===== src/rtl/wb_regfile.sv =====
// wb_regfile: writeback register file with pending-write scoreboard; define REGFILE_BYPASS_EN for same-cycle write-through
module wb_regfile #(
  parameter int NREG = 32,
  parameter int DW = 32,
  parameter int AW = 5
) (
  input  logic          CLK,
  input  logic          RST,
  input  logic          WEN,
  input  logic [AW-1:0] Rw,
  input  logic [DW-1:0] Di,
  input  logic [AW-1:0] Ra,
  input  logic [AW-1:0] Rb,
  output logic [DW-1:0] Da,
  output logic [DW-1:0] Db,
  input  logic          issue_valid,
  input  logic [AW-1:0] issue_rd,
  output logic          hazard,
  output logic [AW:0]   busy_cnt
);
  logic [DW-1:0] regs [NREG];
  logic [NREG-1:0] busy;
  logic wr, set, set_new, clr, hz_a, hz_b;
  assign wr = WEN && Rw != '0;
  assign set = issue_valid && issue_rd != '0;
  assign set_new = set && !busy[issue_rd];
  assign clr = wr && busy[Rw] && !(set && issue_rd == Rw);
  // Register array writes; reg 0 is never written and stays zero
  always_ff @(posedge CLK or negedge RST) begin
    if (!RST) begin
      for (int i = 0; i < NREG; i++) regs[i] <= '0;
    end else if (wr) begin
      regs[Rw] <= Di;
    end
  end
  // Scoreboard: issue sets, writeback clears, set wins on the same register
  always_ff @(posedge CLK or negedge RST) begin
    if (!RST) begin
      busy <= '0;
      busy_cnt <= '0;
    end else begin
      if (wr) busy[Rw] <= 1'b0;
      if (set) busy[issue_rd] <= 1'b1;
      busy_cnt <= busy_cnt + (AW+1)'(set_new) - (AW+1)'(clr);
    end
  end
`ifdef REGFILE_BYPASS_EN
  // Read ports with write-through; a register written this cycle is no hazard
  always_comb begin
    Da = Ra == '0 ? '0 : (wr && Ra == Rw) ? Di : regs[Ra];
    Db = Rb == '0 ? '0 : (wr && Rb == Rw) ? Di : regs[Rb];
    hz_a = Ra != '0 && busy[Ra] && !(wr && Ra == Rw);
    hz_b = Rb != '0 && busy[Rb] && !(wr && Rb == Rw);
    hazard = hz_a || hz_b;
  end
`else
  // Read ports return stored values; hazard persists through the writeback cycle
  always_comb begin
    Da = Ra == '0 ? '0 : regs[Ra];
    Db = Rb == '0 ? '0 : regs[Rb];
    hz_a = Ra != '0 && busy[Ra];
    hz_b = Rb != '0 && busy[Rb];
    hazard = hz_a || hz_b;
  end
`endif
endmodule


===== config.mk =====
export PLATFORM = sky130hd
export DESIGN_NAME = wb_regfile
export DESIGN_NICKNAME = d
export VERILOG_FILES = /design/src/rtl/wb_regfile.sv
export SDC_FILE = /design/constraint.sdc
export NUM_CORES = 2
export LEC_CHECK = 0
export ABC_AREA = 1
export BUFFER_PORTS_ARGS = -buffer_cell sky130_fd_sc_hd__buf_4
export CORE_UTILIZATION = 42
export DETAILED_ROUTE_END_ITERATION = 12
export PLACE_DENSITY = 0.65
export SYNTH_ARGS = -nofsm -noshare
export SYNTH_HDL_FRONTEND = slang
export SYNTH_SLANG_ARGS = --single-unit
export TNS_END_PERCENT = 50

===== constraint.sdc =====
create_clock -name CLK -period 2.5 [get_ports CLK]
set_input_delay 0.5 -clock CLK [delete_from_list [all_inputs] [get_ports CLK]]
set_output_delay 0.5 -clock CLK [all_outputs]
set_load 0.02 [all_outputs]

---- Yosys cells after proc, flatten, opt, wreduce, memory -nomap -nowiden ----
Cells that the tools add are included.
Widths: inputs -> output; s select.
cells by class
  add/subtract/negate cells ............... 2
  bitwise operators ....................... 6
  multiplexer cells ....................... 25
  equal/unequal tests ..................... 1
  reductions and logical operators ........ 20
  $lt $le $gt $ge ......................... 10
operators by type and width
  cell                number
  $bwmux 1024         1
  $bmux 32 s5         2
  $mux 32             9
  $demux 32 s5        1
  $and 32x32->32      1
  $not 32->32         1
  $or 32x32->32       1
  $lt 5x6->1 const B  4
  $bmux 1 s5          4
  $reduce_bool 5->1   4
  $ge 6x6->1 const B  3
  $not 5->6           3
  $logic_and 1x1->1   11
  $demux 1 s5         2
  $ge 5x1->1 const B  2
  $logic_not 5->1     2
  $add 6x1->6         1
  $lt 6x1->1 const B  1
  $mux 1              6
  $sub 6x1->6         1
  $eq 5x5->1          1
  $logic_not 1->1     2
  $logic_or 1x1->1    1
word-level totals
  output and inout bits ................... 71
  input port bits ......................... 56
  flip-flop bits (word level) ............. 1,062

---- Longest topological paths before layout ----
  depth in word-level cells ............... 9
  mapped depth ............................ 17
  mapped depth without buffers ............ 17

---- Worst setup path before layout ----
No wires, ideal clock.
  kind .................................... input port to flip-flop
  start point ............................. input issue_rd[0]
  end point ............................... register busy_cnt[4]
  arrival time ............................ 2.708 ns
  path buffers ............................ 1
  setup slack ............................. -0.330 ns
  data required time ...................... 2.378 ns
  library setup time ...................... 0.122 ns
  stages .................................. 14
  path through ............................ inv_1 -> nand2_1 -> clkbuf_1 -> o22ai_1 -> o21ai_0 -> nand2_1 -> nand3b_1 -> ha_1 -> inv_1 -> ha_1 -> inv_1 -> fa_1 -> o21a_1 -> xnor2_1
on the way
  longest elaborated chain between the ends .. 6
  elaborated cells on any way between the ends .. 12
  those cells by class .................... 2 x add/sub; 1 x eq/ne; 2 x mux; 7 x reduce/logical
RTL lines
  item                                                               RTL line  RTL
  start, declared                                                    17        input logic [AW-1:0] issue_rd,
  $bmux 1 s5 or $reduce_bool 5->1 (tied branches)                    26, 25
  $mux 1 (not written as such) or $logic_and 1x1->1 (tied branches)  26, 25
  $logic_not 1->1 or $logic_and 1x1->1 (tied branches)               26, 27
  $logic_and 1x1->1 or $logic_not 1->1 (tied branches)               26, 27
  $add 6x1->6 or $logic_and 1x1->1 (tied branches)                   44, 27
  $sub 6x1->6 *                                                      44        busy_cnt <= busy_cnt + (AW+1)'(set_new) - (AW+1)'(clr);
  end signal, assigned                                               44
  end, declared                                                      19        output logic [AW:0] busy_cnt
Mark *: on every way between the ends. The rest lies on a longest branch, timed or not. The select of a mux whose other input is x is not followed.
A chain may end at the register's enable or synchronous reset.

---- Worst setup path in the final report ----
  start point ............................. input Ra[0]
  end point ............................... output Da[27]
on the way
  longest elaborated chain between the ends .. 5
  elaborated cells on any way between the ends .. 6
  those cells by class .................... 4 x mux; 1 x bitwise; 1 x reduce/logical
RTL lines
  item                                         RTL line  RTL
  start, declared                              12        input logic [AW-1:0] Ra,
  $not 5->6 (not written as such)              59        Da = Ra == '0 ? '0 : regs[Ra];
  $bmux 32 s5                                  59
  $mux 32 (not written as such) (2 in series)  59
  $mux 32 *                                    59
  end, declared                                14        output logic [DW-1:0] Da,
Marked as above.

==> impl_metrics.env <==
export IMPL_status="finished, violations left"
export IMPL_violations="negative setup slack"
export IMPL_antenna_left=0
export IMPL_row_count=137
export IMPL_syn_num_nets=8563
export IMPL_cp_max_fo=6
export IMPL_worstSetupPathType="in -> out"
export IMPL_drv_slew=0
export IMPL_numCtsBuffers=119
export IMPL_drtPass1Iterations=8
export IMPL_vias=64500
export IMPL_grt_use_met2_pct=53.8
export IMPL_ys_ff_latch=1062
export IMPL_max_cap_violations=0
export IMPL_synth_edf_count=0
export IMPL_io_buffers=126
export IMPL_worst_pin_slew_ns=0.931
export IMPL_nFillCells=12900
export IMPL_boundaryPins=127
export IMPL_async_flop_share_pct=100
export IMPL_period_needed_ns=2.73
export IMPL_drc_errors=0
export IMPL_crit_path_start_kind="input port"
export IMPL_p_leak_nw=34.9
export IMPL_antenna_found_initial=11
export IMPL_detail_route_wl_per_cell_um=24.2
export IMPL_cts_root_buffer="clkbuf_16"
export IMPL_wl_mm=262
export IMPL_use_met1_pct=46.4
export IMPL_crit_top_cell="nand2_1"
export IMPL_grt_overflow=0
export IMPL_total_power_mw=55.8
export IMPL_multi_input_area_mm2=0.0295
export IMPL_skew_ns=0.00643
export IMPL_worstPathRequired_ns=2.00
export IMPL_ff_latch_area_mm2=0.0266
export IMPL_end_kind="primary output"
export IMPL_synth_ff_type="dfrtp_1"
export IMPL_clock_fmax_mhz=366
export IMPL_period_share_pct=109
export IMPL_rsz0062_at_grt="yes"
export IMPL_finalWorstSetupSlack_ns=-0.231
export IMPL_slowest_stage="buf_6"
export IMPL_cp_arrival_ns=2.23
export IMPL_drive_gt1_share_pct=16.5
export IMPL_die_area_mm2=0.142
export IMPL_clock_latency_ns=0.74
export IMPL_synthTopCellsByArea="dfrtp_1, nand2_1, nand3_1"
export IMPL_grt_pass1_vias=59700
export IMPL_p_per_area_mw_per_mm2=742
export IMPL_grtUsageTotal_pct=35.8
export IMPL_worstPathCellList="buf_16, inv_16, buf_16, buf_12, buf_4, nand2_1, nand3_1, nand3_1, nand2_1, nand2_1, nand3_1, nand2_1, nor2_2, buf_6, buf_6"
export IMPL_synth_top_cell_area_share_pct=45.1
export IMPL_relSlewSlack_pct=37.9
export IMPL_setup_viol=65
export IMPL_syn_mean_instance_area_um2=6.94
export IMPL_placed_area_mm2=0.0661
export IMPL_yosysSeqAreaShare_pct=45.1
export IMPL_utilization_pct=54.0
export IMPL_grt_max_degree=106
export IMPL_hp_class="in -> reg"
export IMPL_hpwl_mm=157
export IMPL_syn2layout_area_growth_pct=27.7
export IMPL_yosysWarningCount=0
export IMPL_gp_congestion=0.943
export IMPL_met3_usage_pct=9.58
export IMPL_cts_sinks=1062
export IMPL_nets=8872
export IMPL_grt_pass1_wl_mm=384
export IMPL_tritoncts="yes"
export IMPL_fp_dieW_um=377
export IMPL_final_area_mm2=0.0753
export IMPL_routed_via_density=5.98
export IMPL_setup_tns_ns=-7.72
export IMPL_clkTransAtPathRegs_ns=0.06
export IMPL_synthesis_area_mm2=0.0590
export IMPL_htreeDepth=3
export IMPL_synthCells=8500
export IMPL_drt_iter0_drc=9532
export IMPL_cpPeakStageDelay_ns=0.20
export IMPL_synth_cell_types=33
export IMPL_hold_violations=0
export IMPL_initial_core_util_pct=42.3
export IMPL_ir_worst_vdd_mv=0.714
export IMPL_gr_max_usage_layer="met2"
export IMPL_core_mm2=0.139
export IMPL_clock_path_buffers=3
export IMPL_synth_area_leader_cell="dfrtp_1"
export IMPL_fp_dieH_um=377
[critical path: cells and delay by family]
family	cells	cell delay, ns
buffers and inverters	7	1.05
and+or+nand+nor	8	0.64
[power by group]
| part | switching, mW | total (mW) | internal, mW |
|---|---|---|---|
| combinational | 7.99 | 13.8 | 5.79 |
| clock | 7.70 | 18.7 | 11.0 |
| sequential | 2.76 | 23.4 | 20.6 |
[synthesized netlist by cell type, types with 6 or more instances]
| library cell | n |
|---|---|
| clkbuf_2 | 14 |
| nand2_1 | 2941 |
| xor2_1 | 6 |
| a21oi_1 | 430 |
| o21ai_1 | 25 |
| buf_1 | 67 |
| nor3_1 | 10 |
| nand3_1 | 1179 |
| clkbuf_1 | 446 |
| nor2_1 | 504 |
| nor3_2 | 7 |
| o22ai_1 | 63 |
| dfrtp_1 | 1062 |
| inv_1 | 243 |
| o21ai_0 | 1158 |
| ha_1 | 6 |
| o211ai_1 | 61 |
| buf_2 | 206 |
| inv_2 | 28 |
| buf_4 | 17 |
[metrics by stage]
stage          hold slack [ns]  std cells  setup slack [ns]
3_3_place_gp             0.386      10400            -0.597
5_1_grt                 0.0204      10800            -0.275
4_1_cts                0.00497      10700            -0.197
3_5_place_dp             0.390      10400            -0.583
2_1_floorplan            0.204       8500           -0.0373
6_report                0.0329      10800            -0.231
[cell families after synthesis]
kind of cell	Yosys count	share of synthesized area, %
AO/OA/AOI/OAI	1746	15.3
XOR/XNOR	10	0.149
adder cells (fa/ha/maj)	7	0.161
buffers and inverters	1024	7.09
flip-flops	1062	45.1
AND/OR/NAND/NOR	4651	32.3
[worst paths after layout]
check	startpoint	to	slack, ns	depth (start not counted)
worst max-delay path	Ra[0]	Da[27]	-0.23	15
worst min-delay path	Di[29]	regs[605]	0.03	3
worst max register to register	busy[6]	busy_cnt[4]	0.03	14
worst min register to register	regs[1011]	regs[1011]	0.40	0
max in group asynchronous	RST	busy[11]	1.24	3
min in group asynchronous	RST	regs[612]	0.23	2
[sequential cells by signal, summed over array words and instances (netlist names)]
name      cells
regs       1024
busy_cnt      6
busy         32
[area by class of cell]
type                            instances  area share (%)
Timing Repair Buffer                  936            15.4
Clock inverter                         43           0.808
Antenna cell                            7          0.0233
Clock buffer                          176            4.68
Tap cell                             1876            3.12
Inverter                              274            1.52
Sequential cell                      1062            35.3
Timing Repair inverter                  2          0.0332
Multi-Input combinational cell       6414            39.1
[placed cells by master (no fill, tap or decap), types with 42 or more instances in the layout]
cell type  instances
dfrtp_1         1053
nand2_1         2881
a21oi_2           64
o211ai_1          61
a21oi_1          363
o21ai_0         1016
buf_6             91
nand3_1         1139
clkbuf_16        138
o21ai_1          147
inv_2             42
nand2_2           50
nor2_2            50
buf_12           181
buf_4            539
nor2_1           410
buf_16            61
inv_1            223
nor2_4            49
o22ai_1           62
[metal layers]
metal / share of wire, % / wire [um] / vias to the layer above
li1: - / - / 28500
met1: 37 / 98000 / 30500
met2: 43 / 113000 / 4489
met3: 13 / 32900 / 992
met4: 6.6 / 17200 / 14
met5: 0.11 / 275 / -
[what timing repair did]
item,4_1_cts,5_1_grt
resized for setup,452,271
setup buffers,89,49
setup endpoints to repair,67,70
hold endpoints to repair,184,0
hold buffers,20,0
gates cloned,42,18
pin swaps,128,160
Note: power is estimated with default switching activity, not from simulation.
